`config.mk`:
```
export PLATFORM = sky130hd
export DESIGN_NAME = jam_enum_param
export DESIGN_NICKNAME = d
export VERILOG_FILES = /design/src/rtl/jam_enum_param.sv
export SDC_FILE = /design/constraint.sdc
export NUM_CORES = 1
export LEC_CHECK = 0
export ABC_AREA = 1
export BUFFER_PORTS_ARGS = -buffer_cell sky130_fd_sc_hd__buf_4
export CORE_MARGIN = 4
export CORE_UTILIZATION = 61
export CTS_BUF_LIST = sky130_fd_sc_hd__clkbuf_8
export CTS_CLUSTER_DIAMETER = 50
export CTS_CLUSTER_SIZE = 20
export DETAILED_ROUTE_END_ITERATION = 8
export PLACE_DENSITY = 0.87
export SYNTH_ARGS = -nofsm -noshare
export SYNTH_HDL_FRONTEND = slang
export SYNTH_SLANG_ARGS = --single-unit
```
`constraint.sdc`:
```
create_clock -name CLK -period 3.26 [get_ports CLK]
set_clock_uncertainty 0.15 [all_clocks]
set_input_delay 0.163 -clock CLK [delete_from_list [all_inputs] [get_ports CLK]]
set_output_delay 0.163 -clock CLK [all_outputs]
set_load 0.01 [all_outputs]
```
`src/rtl/jam_enum_param.sv`:
```
// jam_enum_param: exhaustive N-worker / N-job assignment solver.
// Walks every permutation in lexicographic order (pivot, swap, suffix reverse),
// sums one cost-table entry per cycle, and keeps the minimum total and the
// number of permutations that reach it.
// Optional feature macro: JAM_BEST_PERM_EN adds the BestPerm output, which
// holds the first optimal assignment found.
module jam_enum_param #(
  parameter int unsigned N      = 8,
  parameter int unsigned IDX_W  = 3,
  parameter int unsigned COST_W = 7,
  parameter int unsigned SUM_W  = 10,
  parameter int unsigned MC_W   = 16
) (
  input  logic              CLK,
  input  logic              RST,
  input  logic              Start,
  output logic [IDX_W-1:0]  W,
  output logic [IDX_W-1:0]  J,
  input  logic [COST_W-1:0] Cost,
  output logic              Busy,
  output logic              Valid,
  output logic [SUM_W-1:0]  MinCost,
  output logic [MC_W-1:0]   MatchCount
`ifdef JAM_BEST_PERM_EN
  ,
  output logic [N*IDX_W-1:0] BestPerm
`endif
);

  localparam logic [2:0] S_IDLE    = 3'd0;
  localparam logic [2:0] S_ACCUM   = 3'd1;
  localparam logic [2:0] S_EVAL    = 3'd2;
  localparam logic [2:0] S_PIVOT   = 3'd3;
  localparam logic [2:0] S_FIND    = 3'd4;
  localparam logic [2:0] S_SWAP    = 3'd5;
  localparam logic [2:0] S_REVERSE = 3'd6;
  localparam logic [2:0] S_DONE    = 3'd7;

  localparam logic [IDX_W-1:0] LAST  = IDX_W'(N - 1);
  localparam logic [IDX_W-1:0] LAST2 = IDX_W'(N - 2);

  logic [2:0]       state_q, state_d;
  logic [IDX_W-1:0] cnt_q, cnt_d;      // ACCUM k, PIVOT i, FIND j, REVERSE lo
  logic [IDX_W-1:0] hi_q, hi_d;
  logic [IDX_W-1:0] piv_q, piv_d;
  logic [IDX_W-1:0] sel_q, sel_d;
  logic [IDX_W-1:0] perm_q [N];
  logic [IDX_W-1:0] perm_d [N];
  logic [SUM_W-1:0] acc_q, acc_d;
  logic [IDX_W-1:0] w_q, w_d, j_q, j_d;
  logic             busy_q, busy_d, valid_q, valid_d;
  logic [SUM_W-1:0] min_q, min_d;
  logic [MC_W-1:0]  mc_q, mc_d;
  logic [IDX_W-1:0] cnt_inc;
  logic             desc;
`ifdef JAM_BEST_PERM_EN
  logic [N*IDX_W-1:0] best_q, best_d;
  assign BestPerm = best_q;
`endif

  assign cnt_inc    = cnt_q + 1'b1;
  assign W          = w_q;
  assign J          = j_q;
  assign Busy       = busy_q;
  assign Valid      = valid_q;
  assign MinCost    = min_q;
  assign MatchCount = mc_q;

  // Next-state and next-register values for the enumeration FSM
  always_comb begin
    state_d = state_q;
    cnt_d   = cnt_q;
    hi_d    = hi_q;
    piv_d   = piv_q;
    sel_d   = sel_q;
    perm_d  = perm_q;
    acc_d   = acc_q;
    w_d     = w_q;
    j_d     = j_q;
    busy_d  = busy_q;
    valid_d = valid_q;
    min_d   = min_q;
    mc_d    = mc_q;
`ifdef JAM_BEST_PERM_EN
    best_d  = best_q;
`endif
    desc = 1'b1;
    for (int i = 0; i < N; i++) begin
      if (perm_q[i] != IDX_W'(N - 1 - i)) desc = 1'b0;
    end

    case (state_q)
      S_IDLE: begin
        if (Start) begin
          for (int i = 0; i < N; i++) perm_d[i] = IDX_W'(i);
          acc_d   = '0;
          min_d   = '1;
          mc_d    = '0;
          valid_d = 1'b0;
          busy_d  = 1'b1;
          w_d     = '0;
          j_d     = '0;
          cnt_d   = '0;
`ifdef JAM_BEST_PERM_EN
          best_d  = '0;
`endif
          state_d = S_ACCUM;
        end
      end
      S_ACCUM: begin
        acc_d = acc_q + SUM_W'(Cost);
        if (cnt_q == LAST) begin
          cnt_d   = '0;
          w_d     = '0;
          j_d     = perm_q[0];
          state_d = S_EVAL;
        end else begin
          cnt_d = cnt_inc;
          w_d   = cnt_inc;
          j_d   = perm_q[cnt_inc];
        end
      end
      S_EVAL: begin
        if (acc_q < min_q) begin
          min_d = acc_q;
          mc_d  = MC_W'(1);
`ifdef JAM_BEST_PERM_EN
          for (int i = 0; i < N; i++) best_d[i*IDX_W +: IDX_W] = perm_q[i];
`endif
        end else if (acc_q == min_q) begin
          mc_d = mc_q + 1'b1;
        end
        if (desc) begin
          state_d = S_DONE;
        end else begin
          cnt_d   = LAST2;
          state_d = S_PIVOT;
        end
      end
      S_PIVOT: begin
        // a non-descending permutation always has a pivot, so i never underflows
        if (perm_q[cnt_q] < perm_q[cnt_inc]) begin
          piv_d   = cnt_q;
          sel_d   = cnt_inc;
          cnt_d   = cnt_inc;
          state_d = S_FIND;
        end else begin
          cnt_d = cnt_q - 1'b1;
        end
      end
      S_FIND: begin
        if ((perm_q[cnt_q] > perm_q[piv_q]) && (perm_q[cnt_q] < perm_q[sel_q])) sel_d = cnt_q;
        if (cnt_q == LAST) state_d = S_SWAP;
        else               cnt_d   = cnt_inc;
      end
      S_SWAP: begin
        perm_d[piv_q] = perm_q[sel_q];
        perm_d[sel_q] = perm_q[piv_q];
        cnt_d   = piv_q + 1'b1;
        hi_d    = LAST;
        state_d = S_REVERSE;
      end
      S_REVERSE: begin
        if (cnt_q < hi_q) begin
          perm_d[cnt_q] = perm_q[hi_q];
          perm_d[hi_q]  = perm_q[cnt_q];
          cnt_d = cnt_inc;
          hi_d  = hi_q - 1'b1;
        end else begin
          acc_d   = '0;
          cnt_d   = '0;
          w_d     = '0;
          j_d     = perm_q[0];
          state_d = S_ACCUM;
        end
      end
      S_DONE: begin
        valid_d = 1'b1;
        busy_d  = 1'b0;
        state_d = S_IDLE;
      end
      default: state_d = S_IDLE;
    endcase
  end

  // State and datapath registers, asynchronously cleared by RST
  always_ff @(posedge CLK or posedge RST) begin
    if (RST) begin
      state_q <= S_IDLE;
      cnt_q   <= '0;
      hi_q    <= '0;
      piv_q   <= '0;
      sel_q   <= '0;
      for (int i = 0; i < N; i++) perm_q[i] <= IDX_W'(i);
      acc_q   <= '0;
      w_q     <= '0;
      j_q     <= '0;
      busy_q  <= 1'b0;
      valid_q <= 1'b0;
      min_q   <= '1;
      mc_q    <= '0;
`ifdef JAM_BEST_PERM_EN
      best_q  <= '0;
`endif
    end else begin
      state_q <= state_d;
      cnt_q   <= cnt_d;
      hi_q    <= hi_d;
      piv_q   <= piv_d;
      sel_q   <= sel_d;
      perm_q  <= perm_d;
      acc_q   <= acc_d;
      w_q     <= w_d;
      j_q     <= j_d;
      busy_q  <= busy_d;
      valid_q <= valid_d;
      min_q   <= min_d;
      mc_q    <= mc_d;
`ifdef JAM_BEST_PERM_EN
      best_q  <= best_d;
`endif
    end
  end

endmodule

```
==> summary.md <==
| Metric | Value |
|---|---|
| Mean instance size in the synthesized netlist | `6.47 um2` |
| Gr ovfl total | `0` |
| Crit share post-route | `88.7%` |
| Type of the worst min-delay path | `input pin to flop` |
| Endpoint kind of the worst setup timing path | `flop` |
| Crit path launch type | `flop` |
| Clock-pin slew reported for the worst setup and hold paths after clock tree synthesis | `0.09 ns` |
| P_leak | `3.94 nW` |
| Placed wire-length estimate | `17,900 um` |
| Max Buffers Root-to-Sink | `2` |
| Total Die Area | `0.0135 mm2` |
| Arrival time of the worst setup path | `3.02 ns` |
| Start of the worst register-to-register path | `cnt_q[0]` |
| Number of buffer and inverter instances along the worst setup path | `2` |
| Inserted Clock Buffers | `9` |
| Syn Nets | `1,151` |
| Mapped cell area | `0.00716 mm2` |
| Maximum clock frequency | `346 MHz` |
| Shortest period the worst path allows | `2.89 ns` |
| Post-CTS Resized | `0` |
| # placed instances | `1,282` |
| Buffers inserted during post-CTS setup optimization | `0` |
| Slowest-stage cell, CP | `sky130_fd_sc_hd__ha_1` |
| Antenna viol nets, final | `0` |
| Post-Place Cell Area | `0.00764 mm2` |
| CTS Root Buffer Type | `sky130_fd_sc_hd__clkbuf_8` |
| Worst vdd ir | `0.632 mV` |
| Setup repair after global routing missed its margin | `no` |
| Clock sink total | `83` |
| Number of endpoints failing setup at the final stage | `0` |
| Leading cell type in the layout, fill and taps excluded | `sky130_fd_sc_hd__nand2_1` |
| TNS Setup | `0 ns` |
| Delay of the slowest cell on the worst path | `0.41 ns` |
| Hold Startpoint | `Cost[1]` |
| Final WL | `24,600 um` |
| Count of antenna diodes in the layout | `0` |
| Slew margin rel. | `50.0%` |
| Yosys warning total | `0` |
| H-tree lvl count | `3` |
| Top area cells in the synthesized netlist | `sky130_fd_sc_hd__dfrtp_1, sky130_fd_sc_hd__nand2_1, sky130_fd_sc_hd__dfstp_2, sky130_fd_sc_hd__o21ai_0, sky130_fd_sc_hd__a21oi_1` |
| CTS tree | `built` |
| First-pass GRT wire length | `39,500 um` |
| Tot GR Track Use | `37.3%` |
| Power per standard cell area | `1090 mW/mm2` |
| Placer congestion estimate | `1.15` |
| Worst setup path category | `flop to flop` |
| Cell with the most instances on the worst path | `sky130_fd_sc_hd__nand2_1` |
| Ordered cell list for the critical path | `buf_4 > ha_1 > ha_1 > inv_1 > nand3_1 > nand2_1 > ha_1 > a21oi_1 > nand2_1 > nand2_1 > nand2_1 > o21ai_1 > o21ai_1` |
| Kind of cell adding the most delay to the critical path | `adder cells` |
| Worst-skew pair later-pin latency | `0.40 ns` |
| Highest fanout seen on the critical path | `22` |
| Routed len/inst | `18.9 um` |
| Site row count | `39` |
| Starting density of the core | `62.5%` |
| Top cell type's share of synthesized area | `21.3%` |
| Share of the yosys chip area belonging to registers | `29.4%` |
| Area growth from synthesis to final layout | `10.2%` |
| Run status | `finished, final reports clean` |
| Number of buffers inserted by port buffering | `43` |
| Top-level port count | `44` |
| Post-synthesis cell type count | `50` |
| Drt drc | `0` |
| Core region area | `0.0115 mm2` |
| Antenna violations before repair | `0` |
| Max Transition Viols Final | `0` |
| Max-cap violations | `0` |
| Horizontal die dimension | `116 um` |
| Hold violation count in the final report | `0` |
| Final net count | `1,197` |
| Crit path from | `cnt_q[0]` |
| Number of global-route vias before repair | `7,632` |
| Largest net degree at the start of global routing | `37` |
| Vias per cell | `6.29` |
| Count of mapped cells out of synthesis | `1,107` |
| Number of synthesized register bits | `83` |
| Die height | `116 um` |
| First-iteration detailed-routing DRC count | `1,299` |
| Required time at the endpoint of the critical path | `3.39 ns` |
| Vias | `8,184` |
| Count of non-filler cells in the finished layout | `1,301` |
| Number of iterations in the first detailed-routing pass | `7` |
| Leading cell types in the layout, fill and taps excluded | `sky130_fd_sc_hd__nand2_1, sky130_fd_sc_hd__inv_1, sky130_fd_sc_hd__o21ai_0` |
| Transition time of the tightest slew-check pin | `0.749 ns` |
| Synth area leader | `sky130_fd_sc_hd__dfrtp_1` |
| Finished layout cell area | `0.00789 mm2` |
| Fraction of final layout cells with drive strength greater than 1 | `13.1%` |
==> cell families (layout without fill, tap and decap cells) <==
group	Yosys count	count (layout)	share of synthesized area, %
compound gates	297	297	22.8
xor+xnor	8	8	0.978
fa+ha+maj	34	34	6.04
buf+inv	174	225	9.92
flops	83	83	29.4
simple gates	511	511	30.8
==> flip-flops by register name, summed over array words and instances, names as in the netlist, 10 cells and up <==
| name | cells |
|---|---|
| perm_q | 24 |
| acc_q | 10 |
| MinCost | 10 |
| MatchCount | 16 |
==> worst reg2reg max path: cells and delay by family (launching register included) <==
kind            cells  cell delay, ns
fa+ha+maj           3            0.92
simple gates        5            0.55
compound gates      3            0.45
flops               1            0.39
buf+inv             2            0.34
==> layout make-up <==
type,instances,area [um2]
inverter,143,538
clock buffer,12,165
multi-input combinational,850,4350
clock inverter,4,55.1
tap,143,179
fill,1056,3570
timing repair buffer,66,503
sequential,83,2100
==> stage by stage <==
step,hold WS [ns],total power [mW],utilization (%),setup slack [ns]
after global placement,0.0990,7.37,66.6,0.455
after CTS,0.0260,8.42,68.8,0.407
after detailed placement,0.104,7.49,66.6,0.439
after global routing,0.0326,9.32,68.8,0.0307
after floorplan,0.179,5.79,-,0.267
final,0.0346,8.63,68.8,0.367
==> worst paths after layout <==
| path | cells past startpoint | slack [ns] | end |
|---|---|---|---|
| min in group asynchronous | 3 | 0.22 | hi_q[2] |
| max in group asynchronous | 4 | 1.90 | sel_q[1] |
| hold reg to reg | 2 | 0.34 | Valid |
| setup reg to reg | 13 | 0.37 | state_q[1] |
| hold / removal | 3 | 0.03 | acc_q[1] |
| setup / recovery | 13 | 0.37 | state_q[1] |
==> Yosys cell counts, drive strengths merged <==
cell and instances:
a22oi 6, nor2 80, fa 1, a31o 1, xor2 8, dfrtp 61, ha 33, a31oi 1
a221oi 2, clkbuf 4, clkinv 2, a32oi 1, a21oi 98, nor3 11, nor4b 1, inv 141
a32o 2, o22ai 30, or2 3, nand4 18, nand3b 6, o31ai 1, o211ai 6, a22o 2
o2111ai 1, buf 27, nand3 67, nand2 320, a211oi 1, o21ai 137, dfstp 22, a21boi 1
o21bai 5, nor4 5, o21a 1, o221ai 1
==> report_power, final <==
| part | switching, mW | internal (mW) | total [mW] |
|---|---|---|---|
| Combinational | 3.89 | 1.83 | 5.72 |
| Sequential | 0.542 | 1.50 | 2.04 |
| Clock | 0.450 | 0.423 | 0.873 |
==> metal layers <==
layer  GRT usage [%]  vias up  wire length (um)
li1                -     3799                 -
met5               0        -                 0
met1            47.8     3706              9390
met3            5.44      146              2440
met4            22.7        0              1820
met2            59.7      533             11000
==> what timing repair did <==
item | 4_1_cts | 5_1_grt
hold buffers | 3 | 0
endpoints found under the hold margin | 25 | 0
endpoints found under the setup margin | 0 | 0
No activity file was read; power rests on OpenSTA's default activity.
